--- src/rtl/snn_step_sequencer.sv ---
// Autonomous timestep controller for snn_core: fetches events, captures spikes,
// runs optional STDP scans and dumps learned weights over valid/ready streams.
module snn_step_sequencer #(
    parameter int unsigned F        = 48,
    parameter int unsigned N        = 96,
    parameter int unsigned AW       = $clog2(F*N),
    parameter int unsigned EAW      = 16,
    parameter int unsigned TW       = 16,
    parameter int unsigned CORE_LAT = 1
) (
    input  logic           clk,
    input  logic           rstn,
    input  logic           start,
    input  logic [TW-1:0]  num_steps,
    input  logic           learn_en,
    output logic           busy,
    output logic           done,
    output logic [EAW-1:0] ev_addr,
    input  logic [F-1:0]   ev_rdata,
    output logic [F-1:0]   event_vec,
    input  logic [N-1:0]   spikes_vec,
    output logic           stdp_enable,
    output logic [F-1:0]   stdp_pre_bits,
    output logic [N-1:0]   stdp_post_bits,
    output logic [AW-1:0]  rb_addr,
    input  logic [15:0]    rb_data,
    output logic           spk_valid,
    input  logic           spk_ready,
    output logic [N-1:0]   spk_data,
    output logic [TW-1:0]  spk_step,
    output logic           w_valid,
    input  logic           w_ready,
    output logic [15:0]    w_data,
    output logic [AW-1:0]  w_addr
);

    localparam int unsigned   LW       = (CORE_LAT < 1) ? 1 : $clog2(CORE_LAT + 1);
    localparam logic [AW-1:0] LAST_IDX = AW'(F*N - 1);

    typedef enum logic [3:0] {
        S_IDLE,
        S_FETCH,
        S_LOAD,
        S_EVAL,
        S_EMIT,
        S_LEARN,
        S_GAP,
        S_NEXT,
        S_DUMP_RD,
        S_DUMP_CAP,
        S_DUMP_W,
        S_DONE
    } state_t;

    state_t        state, state_n;
    logic [TW-1:0] t;
    logic [TW-1:0] t_last;
    logic          learn;
    logic [LW-1:0] lat_cnt;
    logic [AW-1:0] scan_cnt;
    logic [AW-1:0] dump_addr;

    always_ff @(posedge clk or negedge rstn) begin
        if (!rstn) state <= S_IDLE;
        else       state <= state_n;
    end

    always_comb begin
        state_n     = state;
        busy        = (state != S_IDLE);
        done        = (state == S_DONE);
        spk_valid   = (state == S_EMIT);
        stdp_enable = (state == S_LEARN);
        w_valid     = (state == S_DUMP_W);
        case (state)
            S_IDLE:     if (start) state_n = (num_steps == '0) ? S_DONE : S_FETCH;
            S_FETCH:    state_n = S_LOAD;
            S_LOAD:     state_n = S_EVAL;
            S_EVAL:     if (lat_cnt == '0) state_n = S_EMIT;
            S_EMIT:     if (spk_ready) state_n = learn ? S_LEARN : S_NEXT;
            S_LEARN:    if (scan_cnt == LAST_IDX) state_n = S_GAP;
            S_GAP:      state_n = S_NEXT;
            S_NEXT: begin
                if (t != t_last) state_n = S_FETCH;
                else             state_n = learn ? S_DUMP_RD : S_DONE;
            end
            S_DUMP_RD:  state_n = S_DUMP_CAP;
            S_DUMP_CAP: state_n = S_DUMP_W;
            S_DUMP_W:   if (w_ready) state_n = (dump_addr == LAST_IDX) ? S_DONE : S_DUMP_RD;
            S_DONE:     state_n = S_IDLE;
            default:    state_n = S_IDLE;
        endcase
    end

    always_ff @(posedge clk or negedge rstn) begin
        if (!rstn) begin
            t         <= '0;
            t_last    <= '0;
            learn     <= 1'b0;
            event_vec <= '0;
            lat_cnt   <= '0;
            spk_data  <= '0;
            spk_step  <= '0;
            scan_cnt  <= '0;
            dump_addr <= '0;
            w_data    <= '0;
            w_addr    <= '0;
        end else begin
            case (state)
                S_IDLE: begin
                    if (start && (num_steps != '0)) begin
                        t      <= '0;
                        t_last <= num_steps - 1'b1;
                        learn  <= learn_en;
                    end
                end
                S_LOAD: begin
                    event_vec <= ev_rdata;
                    lat_cnt   <= LW'(CORE_LAT);
                end
                // Capture one cycle after the counter expires so a registered core has settled.
                S_EVAL: begin
                    if (lat_cnt != '0) begin
                        lat_cnt <= lat_cnt - 1'b1;
                    end else begin
                        spk_data <= spikes_vec;
                        spk_step <= t;
                    end
                end
                S_EMIT: if (spk_ready) scan_cnt <= '0;
                S_LEARN: scan_cnt <= scan_cnt + 1'b1;
                S_NEXT: begin
                    if (t != t_last) begin
                        t <= t + 1'b1;
                    end else begin
                        event_vec <= '0;
                        dump_addr <= '0;
                    end
                end
                S_DUMP_CAP: begin
                    w_data <= rb_data;
                    w_addr <= dump_addr;
                end
                S_DUMP_W: if (w_ready && (dump_addr != LAST_IDX)) dump_addr <= dump_addr + 1'b1;
                default: ;
            endcase
        end
    end

    assign stdp_pre_bits  = stdp_enable ? event_vec : '0;
    assign stdp_post_bits = stdp_enable ? spk_data : '0;
    assign rb_addr        = dump_addr;

    generate
        if (TW >= EAW) begin : g_addr_trunc
            assign ev_addr = t[EAW-1:0];
        end else begin : g_addr_ext
            assign ev_addr = {{(EAW-TW){1'b0}}, t};
        end
    endgenerate

endmodule

--- config.mk ---
export PLATFORM = sky130hd
export DESIGN_NAME = snn_step_sequencer
export DESIGN_NICKNAME = d
export VERILOG_FILES = /design/src/rtl/snn_step_sequencer.sv
export SDC_FILE = /design/constraint.sdc
export NUM_CORES = 1
export LEC_CHECK = 0
export CORE_AREA = 2 2 214 216
export DETAILED_ROUTE_END_ITERATION = 8
export DIE_AREA = 0 0 216 218
export SETUP_SLACK_MARGIN = 0.4
export SLEW_MARGIN = 20
export SYNTH_ARGS = -nofsm -noshare
export SYNTH_HDL_FRONTEND = slang
export SYNTH_SLANG_ARGS = --single-unit
--- constraint.sdc ---
create_clock -name clk -period 4.67 [get_ports clk]
set_clock_uncertainty 0.2 [all_clocks]
set_input_delay 0.467 -clock clk [delete_from_list [all_inputs] [get_ports clk]]
set_output_delay 0.467 -clock clk [all_outputs]
set_load 0.01 [all_outputs]
==> results of run 1 <==
-- state kept, by name, indices dropped and copies added, names as in the netlist --
name,flops
event_vec,48
lat_cnt,1
w_data,16
ev_addr,16
spk_step,16
rb_addr,13
state,4
t_last,16
spk_data,96
scan_cnt,13
w_addr,13
learn,1
-- per-stage QoR --
step,util (%),setup WS (ps)
finish,43.0,638
global placement,40.6,1290
CTS,43.0,496
floorplan,-,2220
global route,43.0,471
detailed placement,40.6,1150
-- routing by layer --
metal,global-route usage [%],up-vias,wire [um]
met5,0,-,0
met4,3.56,0,794
met3,3.32,48,2350
met2,29.1,314,21100
met1,21.3,5090,17200
li1,-,4910,-
-- layout by cell type (no fill, tap or decap), drive strengths merged, types with 5 or more instances in the layout --
| cell type | n |
|---|---|
| clkdlybuf4s50 | 547 |
| dfrtp | 253 |
| and2 | 144 |
| mux2 | 141 |
| nand2 | 113 |
| o211ai | 51 |
| a22oi | 48 |
| clkbuf | 44 |
| nor2 | 38 |
| o21ai | 30 |
| nand3 | 20 |
| xnor2 | 20 |
| xor2 | 20 |
| nor4 | 19 |
| mux2i | 18 |
| nor3 | 15 |
| buf | 14 |
| a21oi | 11 |
| nand4 | 10 |
| nand2b | 10 |
| or2b | 8 |
| inv | 8 |
| and3 | 7 |
| nand3b | 5 |
| or2 | 5 |
| ha | 5 |
| or4 | 5 |
-- how the worst max path moves through the flow --
stage / end / depth (start not counted) / from
after floorplan: stdp_post_bits[10] / 7 / state[3]
after global placement: stdp_post_bits[9] / 6 / state[2]
after detailed placement: stdp_post_bits[9] / 6 / state[2]
after CTS: stdp_post_bits[9] / 6 / state[2]
after global routing: stdp_post_bits[9] / 6 / state[3]
final: stdp_post_bits[9] / 6 / state[3]
-- power by group through the flow --
stage	Clock [mW]	Combinational, mW	Sequential (mW)
5_1_grt	2.63	5.83	4.01
3_3_place_gp	0	5.38	3.89
4_1_cts	2.53	5.47	3.89
2_1_floorplan	0	2.39	3.93
6_report	2.46	5.40	3.88
3_5_place_dp	0	5.45	3.93
-- logic make-up after synthesis --
kind of cell / Yosys count
flops: 253
xor+xnor: 40
buf+inv: 81
fa+ha+maj: 5
simple gates: 410
compound gates: 153
mux: 159
-- critical path, cell delays in order (launching register included) --
cell and delay (ps):
sky130_fd_sc_hd__dfrtp_1 520, sky130_fd_sc_hd__nand2b_1 250, sky130_fd_sc_hd__or2_2 420, sky130_fd_sc_hd__inv_4 310
sky130_fd_sc_hd__buf_4 370, sky130_fd_sc_hd__and2_1 290, sky130_fd_sc_hd__clkdlybuf4s50_1 590
-- layout make-up --
class                           instances  area (um^2)
Clock buffer                           44          863
Clock inverter                         10          180
Fill cell                            4258        25600
Inverter                                8         32.5
Multi-Input combinational cell        767         5510
Sequential cell                       253         6330
Tap cell                              600          751
Timing Repair Buffer                  562         5620
-- repair_timing --
item / 4_1_cts / 5_1_grt
resized for setup: 0 / 2
buffers inserted: 0 / 0
hold buffers: 1 / 0
hold endpoints to repair: 109 / 0
endpoints found under the setup margin: 0 / 42
==> results.md, run 1 <==
- The fraction of layout instances using a drive strength above 1 is between 10% and 20%.
- The final non-filler cell area is slightly below 0.02 mm^2.
- The total iterations of the first detailed-routing run is 4.
- Summing the areas of all compound-gate instances in the mapped netlist gives between 8 and 9% of the synthesized area.
- The post-route setup TNS is 0 ps.
- The maximum clock frequency is around 0.25 GHz.
- The data arrival at the endpoint of the critical path is about 3400 ps.
- The distinct cell type count of the synthesized netlist is between 50 and 60.
- Setup repair after global routing left no endpoint under its margin.
- Global routing used 16.6% of the available tracks across all layers.
- The DRC violation total after the first TritonRoute iteration is 670.
- The mean area per synthesized cell is ~11 um^2.
- Across the run, the number of max-cap violations was 0.
- Summing the areas of all fa, ha and maj instances in the mapped netlist gives less than 1% of the synthesized area.
- Counting every sink on the clock net gives roughly 250.
- The synthesized design contains 0 enable-type register cells.
- The worst pin sits at a relative slew slack of between 20% and 30%.
- Relative to the synthesized area, the layout overhead comes to 58.4%.
- The first-pass GRT wire length is roughly 62 mm.
- CTS built an H-tree with a depth of 1.
- Ranked by total cell area, the synthesized netlist is headed by sky130_fd_sc_hd__dfrtp_1 52%, sky130_fd_sc_hd__mux2_2 13%, sky130_fd_sc_hd__and2_1 7.4%, sky130_fd_sc_hd__nand2_1 3.4%, sky130_fd_sc_hd__o211ai_1 3.1%.
- The nature of the critical path endpoint is a primary output.
- The time the worst path needs with I/O delays and setup is 4030 ps.
- In this run the deepest clock path goes through 3 buffers.
- The number of global-route vias before repair is ~10000.
- The count of synthesis-stage warnings from yosys is 0.
- The depth of the most critical reg-to-reg path is 7.
- Combinational cells account for between 40% and 50% of the total power.
- The finished layout holds 2244 standard cells, fillers aside.
- The number of cells produced by synthesis is around 1100.
- The final hold violation count is 0.
- The final setup violation count is 0.
- At the pin with the least slew margin, the transition time is roughly 1100 ps.
- The clock reaches the later pin of the worst-skew pair after just under 600 ps.
- approximately 550 I/O pins were placed.
- The initial standard-cell utilization of the core is 27.1%.
- TritonCTS built the clock tree.
- The launching element type of the critical path is a register.
- Summing all placed instances gives a cell area of ~0.018 mm^2.
- For this block, the routed nets add up to around 41 mm of wire.
- The worst path required time is 4000 ps.
- From left edge to right edge, the die measures 216 um.
- By area, the combinational part of the netlist is dominated by simple AND/OR/NAND/NOR gates.
- In this run the power spent charging and discharging nets is just over 4 mW.
- For this block, the via count after detailed routing is between 10000 and 15000.
- IR analysis of the VDD net gives a maximum drop of about 0.0003 V.
- The destination of the worst hold path is learn.
- The proportion of synthesized flip-flops having asynchronous set or reset is between 90% and 100%.
- For this run the aggregate overflow at the end of global routing stands at 0.
- Summed over its instances, the top area cell type makes up approximately half of the synthesized netlist area.
- The HPWL after detailed placement is just over 30 mm.
- The via density per instance is approximately 4.6.
- The post-route DRC violation count is 0.
- The vertical die dimension is between 200 and 250 um.
- The instance count after placement with tap cells included is 2189.
- Counting instances, the worst hold path has a depth of 3.
- The root buffer cell is sky130_fd_sc_hd__clkbuf_16.
- The power density over the cells is 608 mW/mm^2.
- The most common cell in the synthesized netlist is sky130_fd_sc_hd__dfrtp_1.
- The number of nets handed over by synthesis was ~1300.
- The share of the Yosys chip area taken by registers is between 50% and 60%.
- The part of the total power dissipated in sequential elements is between 30% and 40%.
- The number of nets in the layout is 1809.
- The switching fraction of total power is roughly a third.
- After synthesis, the share of cell area in mux cells is 14.5%.
- The critical path class is reg -> out.
- The beginning of the worst register-to-register path is state[3].
- The startpoint of the tightest hold check path is learn_en.
- The count of nets left with antenna violations once routing finished came out at 0.
- The mapped netlist covers ~0.012 mm^2.
- Counting flops and latches in the post-synthesis netlist gives 253.
- Of all nets on the critical path, the largest fanout is 45.
- The worst flop-to-flop path endpoint is scan_cnt[10].
- Port buffering added around 550 buffers.
- The last weighted congestion value of the routability-driven placer is roughly 0.82.
- Cell internal power was estimated by the tool at ~7.6 mW.
- The final-report max-slew violation count came to 0.
- The antenna diode count is 0.
- The flow ran to the end, and the final reports show no timing, DRC or antenna violations.
- Dividing the detail-routed wire length by the instance count gives between 15 and 20 um.
- In this run, CTS created clock tree buffers numbering 30.
- The design draws about 12 mW.
- The initialized floorplan defines 78 standard-cell rows.
- The clock slew at the register clock pins of the worst setup and hold paths is around 60 ps.
- The commonest cells after synthesis are 253 x sky130_fd_sc_hd__dfrtp_1, 144 x sky130_fd_sc_hd__and2_1, 141 x sky130_fd_sc_hd__mux2_2.
- For this run, the leading register cell type out of synthesis is sky130_fd_sc_hd__dfrtp_1.
- The die covers 0.0471 mm^2.
- Across all register-to-register paths, the minimum setup slack is between 1500 and 2000 ps.
- For this design the static power due to leakage is 7.97 nW.
- Entering global routing, the biggest net connects between 100 and 150 pins.
- sky130_fd_sc_hd__dfrtp_1 takes more of the synthesized area than any other cell.
- Of the total power, the clock network draws roughly a fifth.
- The initial antenna violation count is 1.
- Summing the areas of all and, or, nand and nor instances in the mapped netlist gives between 10% and 20% of the synthesized area.
- The final hold slack is roughly 230 ps.
- The synthesized netlist devotes under 10% of its cell area to XOR and XNOR gates.
- The kind of path behind the tightest hold check is in -> reg.
- After layout, the worst path uses 86.3% of the clock period.
- The placeable core region is 0.0449 mm^2.
(Power assumes the default switching activity.)
==> inputs of run 2 (changes only) <==
--- a/config.mk
+++ b/config.mk
@@ -5,9 +5,9 @@
 export SDC_FILE = /design/constraint.sdc
 export NUM_CORES = 1
 export LEC_CHECK = 0
-export CORE_AREA = 2 2 214 216
+export CORE_AREA = 2 2 212 214
 export DETAILED_ROUTE_END_ITERATION = 8
-export DIE_AREA = 0 0 216 218
+export DIE_AREA = 0 0 214 216
 export SETUP_SLACK_MARGIN = 0.4
 export SLEW_MARGIN = 20
 export SYNTH_ARGS = -nofsm -noshare
==> results.md, run 2 (synthesized netlist as in run 1, its figures left out) <==
- The number of I/O pins is 549 (unchanged).
- The share of the cycle needed by the critical path after routing was 85.6% (was 86.3%).
- The post-route DRC violation count is 0 (unchanged).
- Critical path, cell by cell: nand2b_1 -> or2_2 -> inv_6 -> and2_1 -> clkdlybuf4s50_1 (was nand2b_1 -> or2_2 -> inv_4 -> buf_4 -> and2_1 -> clkdlybuf4s50_1).
- The critical path class is reg -> out (unchanged).
- The port buffer count came to 548 (unchanged).
- The detailed route wirelength on metal2 is 21.0 mm (was 21.1 mm).
- The logic gate share of total power came to 46.5% (was 46.0%).
- The post-detailed-route count of antenna-violating nets came to 0 (unchanged).
- The time the worst path needs with I/O delays and setup is 4000 ps (was 4030 ps).
- The part of the total power dissipated in sequential elements is 33.3% (was 33.0%).
- The pre-CTS setup slack came to 1080 ps (was 1150 ps).
- The initial antenna violation count came to 3 (was 1).
- The launching element type of the critical path is a register (unchanged).
- The root buffer cell was sky130_fd_sc_hd__clkbuf_16 (unchanged).
- The die area is 0.0462 mm^2 (was 0.0471 mm^2).
- The fraction of layout instances using a drive strength above 1 is 13.5% (was 13.7%).
- The final setup violation count is 0 (unchanged).
- The switching fraction of total power is 35.1% (was 34.9%).
- The number of flip-flops under the largest register name came to 96 (unchanged).
- The total vias in the final route is 10455 (was 10362).
- The number of nets in the layout is 1808 (was 1809).
- The data arrival at the endpoint of the critical path is 3330 ps (was 3360 ps).
- The aggregate global-route resource usage came to 17.3% (was 16.6%).
- The slew at the pin closest to its max-slew limit came to 1050 ps (was 1090 ps).
- The portion of total power attributed to the clock network is 20.2% (was 20.9%).
- Commonest cells after routing, fill and taps aside: 547 x sky130_fd_sc_hd__clkdlybuf4s50_1, 253 x sky130_fd_sc_hd__dfrtp_1, 144 x sky130_fd_sc_hd__and2_1 (was 547 x sky130_fd_sc_hd__clkdlybuf4s50_1, 252 x sky130_fd_sc_hd__dfrtp_1, 144 x sky130_fd_sc_hd__and2_1).
- The critical-path cell with the highest stage delay is sky130_fd_sc_hd__clkdlybuf4s50_1 (unchanged).
- The final hold slack came to 223 ps (was 226 ps).
- The total clock buffers created by CTS is 30 (unchanged).
- RSZ-0062 raised after global routing: no (unchanged).
- The post-route setup TNS came to 0 ps (unchanged).
- The highest metal layer with signal wires is met4 (unchanged).
- The vertical die dimension is 216 um (was 218 um).
- The placeable core region is 0.0438 mm^2 (was 0.0449 mm^2).
- The leakage component of the power was 7.96 nW (was 7.97 nW).
- The number of gates resized after CTS is 0 (unchanged).
- The clock slew at the register clock pins of the worst setup and hold paths is 60 ps (about the same).
- The detail-routed net length per standard cell is 18.7 um (was 18.5 um).
- The number of rows in the core area is 77 (was 78).
- The routed wire length on met3 is 2.41 mm (was 2.35 mm).
- The last weighted congestion value of the routability-driven placer is 0.851 (was 0.820).
- The remaining global-route overflow is 0 (unchanged).
- The final hold violation count is 0 (unchanged).
- The relative slew slack came to 29.8% (was 27.5%).
- The first-pass GRT wire length is 63.6 mm (was 62.1 mm).
- The largest buffer count on any clock path is 3 (unchanged).
- The final-report max-slew violation count is 0 (unchanged).
- The initial standard-cell utilization of the core was 27.8% (was 27.1%).
- The worst-case setup margin in the final layout was 673 ps (was 638 ps).
- Registers with the most flip-flops: spk_data (96), event_vec (48) (unchanged).
- The clock latency of the later-clocked register in the worst-skew pair is 580 ps (was 590 ps).
- The HPWL reported at the end of detailed placement was 30.8 mm (was 30.3 mm).
- Result of the run: finished clean (unchanged).
- The synthesis-to-layout area growth was 58.1% (was 58.4%).
- The cell family contributing the most delay on the critical path is buffers and inverters (unchanged).
- The horizontal die dimension was 214 um (was 216 um).
- The power density over the cells is 606 mW/mm^2 (was 608 mW/mm^2).
- The maximum ir drop on the vdd rail came to 0.000326 V (was 0.000300 V).
- The highest fanout seen on the critical path is 151 (was 45).
- The clock tree from TritonCTS is done (unchanged).
- The count of buffers added by post-CTS timing repair for setup is 0 (unchanged).
- The highest cell delay on the worst timing path was 550 ps (was 590 ps).
- The largest net degree at the start of global routing is 152 (was 113).
- The total iterations of the first detailed-routing run is 5 (was 4).
- The number of H-tree levels is 1 (unchanged).
- The maximum clock frequency was 0.250 GHz (was 0.248 GHz).
- The total routed wire length on the met1 layer is 17.3 mm (was 17.2 mm).
- The number of clock sinks seen by CTS came to 253 (unchanged).
- The most common cell after layout, fill and taps aside is sky130_fd_sc_hd__clkdlybuf4s50_1 (unchanged).
- The minimum setup slack among reg-to-reg paths is 1650 ps (was 1910 ps).
- The aggregate routed wire length is 41.7 mm (was 41.4 mm).
- The design internal power is 7.57 mW (was 7.64 mW).
- The DRC violation total after the first TritonRoute iteration is 667 (was 670).
- The kind of path behind the tightest hold check is in -> reg (unchanged).
- The number of max-capacitance violations reported is 0 (unchanged).
- The via density per instance is 4.68 (was 4.62).
- The largest register by flop count is spk_data (unchanged).
- The worst path required time is 4000 ps (about the same).
- The number of global-route vias before repair is 10379 (was 10079).
- The switching power is 4.10 mW (was 4.09 mW).
- The nature of the critical path endpoint is a primary output (unchanged).
- The worst path buffer plus inverter count is 2 (was 3).
[run 2: cell count changes in the layout (fill, tap and decap cells not counted), sizes merged]
cell,delta
bufinv,-2
diode,+1
buf,-1
clkbuf,+4
clkinv,-1
clkinvlp,-2
[run 2: worst min-delay path, stage by stage]
cell and delay (ps):
sky130_fd_sc_hd__clkdlybuf4s50_1 400, sky130_fd_sc_hd__nand2_1 50, sky130_fd_sc_hd__nand2_1 40
[run 2: repair_timing]
action                                 in CTS  in global routing
setup endpoints to repair                   0                  0
hold buffers                                1                  0
endpoints found under the hold margin     102                  0
[run 2: worst paths after layout]
check	from	end	depth (start not counted)
setup / recovery	state[1]	stdp_post_bits[88]	5
hold / removal	learn_en	learn	3
setup reg to reg	ev_addr[9]	rb_addr[0]	5
hold reg to reg	t_last[3]	t_last[3]	2
max in group asynchronous	rstn	spk_data[35]	3
min in group asynchronous	rstn	w_data[1]	2
[run 2: through the flow]
stage / cell area, um^2 / instances / utilization, % / power, mW
3_3_place_gp: 18200 / 2180 / 41.6 / 9.32
4_1_cts: 19200 / 2234 / 43.9 / 11.8
2_1_floorplan: 12200 / 1101 / - / 6.32
5_1_grt: 19200 / 2235 / 43.9 / 12.4
6_report: 19200 / 2235 / 43.9 / 11.7
3_5_place_dp: 18200 / 2180 / 41.6 / 9.42
[run 2: metal layers]
| layer | GRT usage (%) | vias to the layer above |
|---|---|---|
| met2 | 29.9 | 342 |
| met4 | 5.29 | 0 |
| li1 | - | 4907 |
| met1 | 21.8 | 5154 |
| met3 | 3.30 | 52 |
| met5 | 0 | - |
[run 2: power groups by stage]
stage / clock network (mW) / registers [mW] / logic, mW
CTS: 2.43 / 3.91 / 5.51
global placement: 0 / 3.92 / 5.39
global route: 2.53 / 4.03 / 5.83
finish: 2.35 / 3.89 / 5.43
floorplan: 0 / 3.93 / 2.39
detailed placement: 0 / 3.93 / 5.49
[run 2: cell type report]
cell class                      count  area (um^2)
Fill cell                        4224        24600
Sequential cell                   253         6330
Timing Repair Buffer              561         5630
Multi-Input combinational cell    767         5510
Clock buffer                       48          908
Tap cell                          592          741
Clock inverter                      5         90.1
Inverter                            8         35.0
Antenna cell                        1         2.50
==> inputs of run 3 (changes only) <==
--- a/config.mk
+++ b/config.mk
@@ -8,8 +8,9 @@
 export CORE_AREA = 2 2 212 214
 export DETAILED_ROUTE_END_ITERATION = 8
 export DIE_AREA = 0 0 214 216
+export PLACE_DENSITY_LB_ADDON = 0.12
 export SETUP_SLACK_MARGIN = 0.4
-export SLEW_MARGIN = 20
+export SKIP_LAST_GASP = 1
 export SYNTH_ARGS = -nofsm -noshare
 export SYNTH_HDL_FRONTEND = slang
 export SYNTH_SLANG_ARGS = --single-unit
==> results.md, run 3 (synthesized netlist as in run 1, its figures left out) <==
- The total iterations of the first detailed-routing run was 5 (unchanged).
- The maximum ir drop on the vdd rail is 0.000322 V (was 0.000326 V).
- The post-route DRC violation count came to 0 (unchanged).
- The initial antenna violation count was 4 (was 3).
- The port buffer count is 548 (unchanged).
- The total design power is 11.9 mW (was 11.7 mW).
- Result of the run: finished clean (unchanged).
- The final setup violation count was 0 (unchanged).
- The detail-routed net length per standard cell is 19.8 um (was 18.7 um).
- The number of global-route vias before repair is 10436 (was 10379).
- The time the worst path needs with I/O delays and setup is 4000 ps (about the same).
- The total clock buffers created by CTS came to 34 (was 30).
- The number of flip-flops under the largest register name is 96 (unchanged).
- The last weighted congestion value of the routability-driven placer is 0.812 (was 0.851).
- The critical path class is reg -> out (unchanged).
- The post-detailed-route count of antenna-violating nets came to 0 (unchanged).
- The number of H-tree levels is 2 (was 1).
- The fraction of layout instances using a drive strength above 1 came to 13.8% (was 13.5%).
- The clock tree from TritonCTS is done (unchanged).
- The number of nets in the layout is 1812 (was 1808).
- The highest fanout seen on the critical path is 88 (was 151).
- The via density per instance is 4.67 (was 4.68).
- The switching fraction of total power is 35.3% (was 35.1%).
- The number of I/O pins is 549 (unchanged).
- The depth of the most critical reg-to-reg path is 5 (unchanged).
- The post-route setup TNS came to 0 ps (unchanged).
- The minimum setup slack among reg-to-reg paths is 1550 ps (was 1650 ps).
- RSZ-0062 raised after global routing: no (unchanged).
- The kind of path behind the tightest hold check is reg -> reg (was in -> reg).
- The aggregate routed wire length is 44.3 mm (was 41.7 mm).
- The worst flop-to-flop path endpoint is rb_addr[1] (was rb_addr[0]).
- The leakage component of the power came to 8.00 nW (was 7.96 nW).
- The final-report max-slew violation count came to 0 (unchanged).
- The maximum clock frequency is 0.250 GHz (about the same).
- The most common cell after layout, fill and taps aside is sky130_fd_sc_hd__clkdlybuf4s50_1 (unchanged).
- The relative slew slack is 27.3% (was 29.8%).
- The worst path required time was 4000 ps (about the same).
- The share of the cycle needed by the critical path after routing is 85.7% (was 85.6%).
- The slew at the pin closest to its max-slew limit is 1090 ps (was 1050 ps).
- The beginning of the worst register-to-register path is ev_addr[13] (was ev_addr[9]).
- The synthesis-to-layout area growth is 58.8% (was 58.1%).
- The largest register by flop count is spk_data (unchanged).
- The clock latency of the later-clocked register in the worst-skew pair is 530 ps (was 580 ps).
- The aggregate global-route resource usage is 18.6% (was 17.3%).
- The die area came to 0.0462 mm^2 (unchanged).
- The count of buffers added by post-CTS timing repair for setup is 0 (unchanged).
- The final hold violation count is 0 (unchanged).
- The launching element type of the critical path was a register (unchanged).
- The part of the total power dissipated in sequential elements is 32.9% (was 33.3%).
- The clock slew at the register clock pins of the worst setup and hold paths is 50 ps (was 60 ps).
- The logic gate share of total power is 45.5% (was 46.5%).
- The number of filler instances in the final layout is 4234 (was 4224).
- The switching power came to 4.21 mW (was 4.10 mW).
- The number of clock sinks seen by CTS is 253 (unchanged).
- The root buffer cell is sky130_fd_sc_hd__clkbuf_16 (unchanged).
- The endpoint of the most critical setup path is stdp_post_bits[91] (was stdp_post_bits[88]).
- The vertical die dimension came to 216 um (unchanged).
- The number of rows in the core area is 77 (unchanged).
- The horizontal die dimension is 214 um (unchanged).
- The first-pass GRT wire length is 67.0 mm (was 63.6 mm).
- The power density over the cells was 616 mW/mm^2 (was 606 mW/mm^2).
- The placeable core region is 0.0438 mm^2 (unchanged).
- The DRC violation total after the first TritonRoute iteration was 498 (was 667).
- The initial standard-cell utilization of the core was 27.8% (unchanged).
- The nature of the critical path endpoint is a primary output (unchanged).
- The design internal power is 7.72 mW (was 7.57 mW).
- The total vias in the final route is 10466 (was 10455).
- The largest net degree at the start of global routing was 103 (was 152).
- The remaining global-route overflow is 0 (unchanged).
- The data arrival at the endpoint of the critical path is 3340 ps (was 3330 ps).
- Commonest cells after routing, fill and taps aside: 547 x sky130_fd_sc_hd__clkdlybuf4s50_1, 253 x sky130_fd_sc_hd__dfrtp_1, 144 x sky130_fd_sc_hd__and2_1 (unchanged).
- Registers with the most flip-flops: spk_data (96), event_vec (48) (unchanged).
- The largest buffer count on any clock path is 3 (unchanged).
- The portion of total power attributed to the clock network is 21.6% (was 20.2%).
- The HPWL reported at the end of detailed placement is 32.3 mm (was 30.8 mm).
- The number of max-capacitance violations reported is 0 (unchanged).
- The launching element of the worst setup path is state[2] (was state[1]).
-- run 3: power groups by stage --
| stage | Combinational (mW) | Sequential [mW] | Clock (mW) |
|---|---|---|---|
| CTS | 5.50 | 3.95 | 2.67 |
| global route | 5.83 | 4.07 | 2.75 |
| detailed placement | 5.48 | 3.97 | 0 |
| finish | 5.43 | 3.93 | 2.57 |
| floorplan | 2.39 | 3.93 | 0 |
| global placement | 5.43 | 3.97 | 0 |
-- run 3: layout make-up --
type / instances / area (um^2) / share of cell area, %
inverter: 8 / 32.5 / 0.168
multi-input combinational: 767 / 5510 / 28.5
sequential: 253 / 6330 / 32.7
tap: 592 / 741 / 3.83
clock inverter: 8 / 75.1 / 0.388
antenna: 3 / 7.51 / 0.0388
timing repair buffer: 561 / 5620 / 29.0
clock buffer: 51 / 1030 / 5.32
-- run 3: worst min-delay path by stage --
stage	startpoint	to	cells after the start
after CTS	scan_cnt[6]	scan_cnt[6]	1
final	scan_cnt[6]	scan_cnt[6]	1
after global routing	w_addr[7]	w_addr[7]	1
after detailed placement	scan_cnt[6]	scan_cnt[6]	1
after global placement	scan_cnt[6]	scan_cnt[6]	1
after floorplan	rstn	ev_addr[0]	0
-- run 3: what timing repair did --
item                       in CTS  in global routing
hold buffers                    1                  0
hold endpoints to repair       99                  0
setup endpoints to repair       0                 79
resized for setup               0                  1
-- run 3: layer usage --
layer  up-vias  routed length [um]  global-route usage (%)  part of all wire (%)
li1       4904                   -                       -                     -
met5         -                   0                       0                     0
met1      5202               18800                    23.7                    42
met4         0                 908                    5.17                   2.0
met3        60                2130                    3.90                   4.8
met2       300               22500                    32.0                    51
-- run 3: worst max-delay path, cell delays in order, from the launching register on --
cell and delay [ps]:
sky130_fd_sc_hd__dfrtp_1 600, sky130_fd_sc_hd__nand2b_1 190, sky130_fd_sc_hd__or2_2 430, sky130_fd_sc_hd__inv_4 400, sky130_fd_sc_hd__buf_12 310, sky130_fd_sc_hd__and2_1 180
sky130_fd_sc_hd__clkdlybuf4s50_1 550
-- run 3: per-stage QoR --
| stage | instances | worst slack, ps | util, % | hold WS, ps | area, um^2 |
|---|---|---|---|---|---|
| finish | 2243 | 668 | 44.1 | 280 | 19300 |
| floorplan | 1101 | 2220 | - | -28.6 | 12200 |
| global route | 2242 | 456 | 44.1 | 310 | 19300 |
| global placement | 2180 | 1240 | 41.6 | 269 | 18200 |
| detailed placement | 2180 | 1130 | 41.6 | 277 | 18200 |
| CTS | 2240 | 546 | 44.1 | 287 | 19300 |
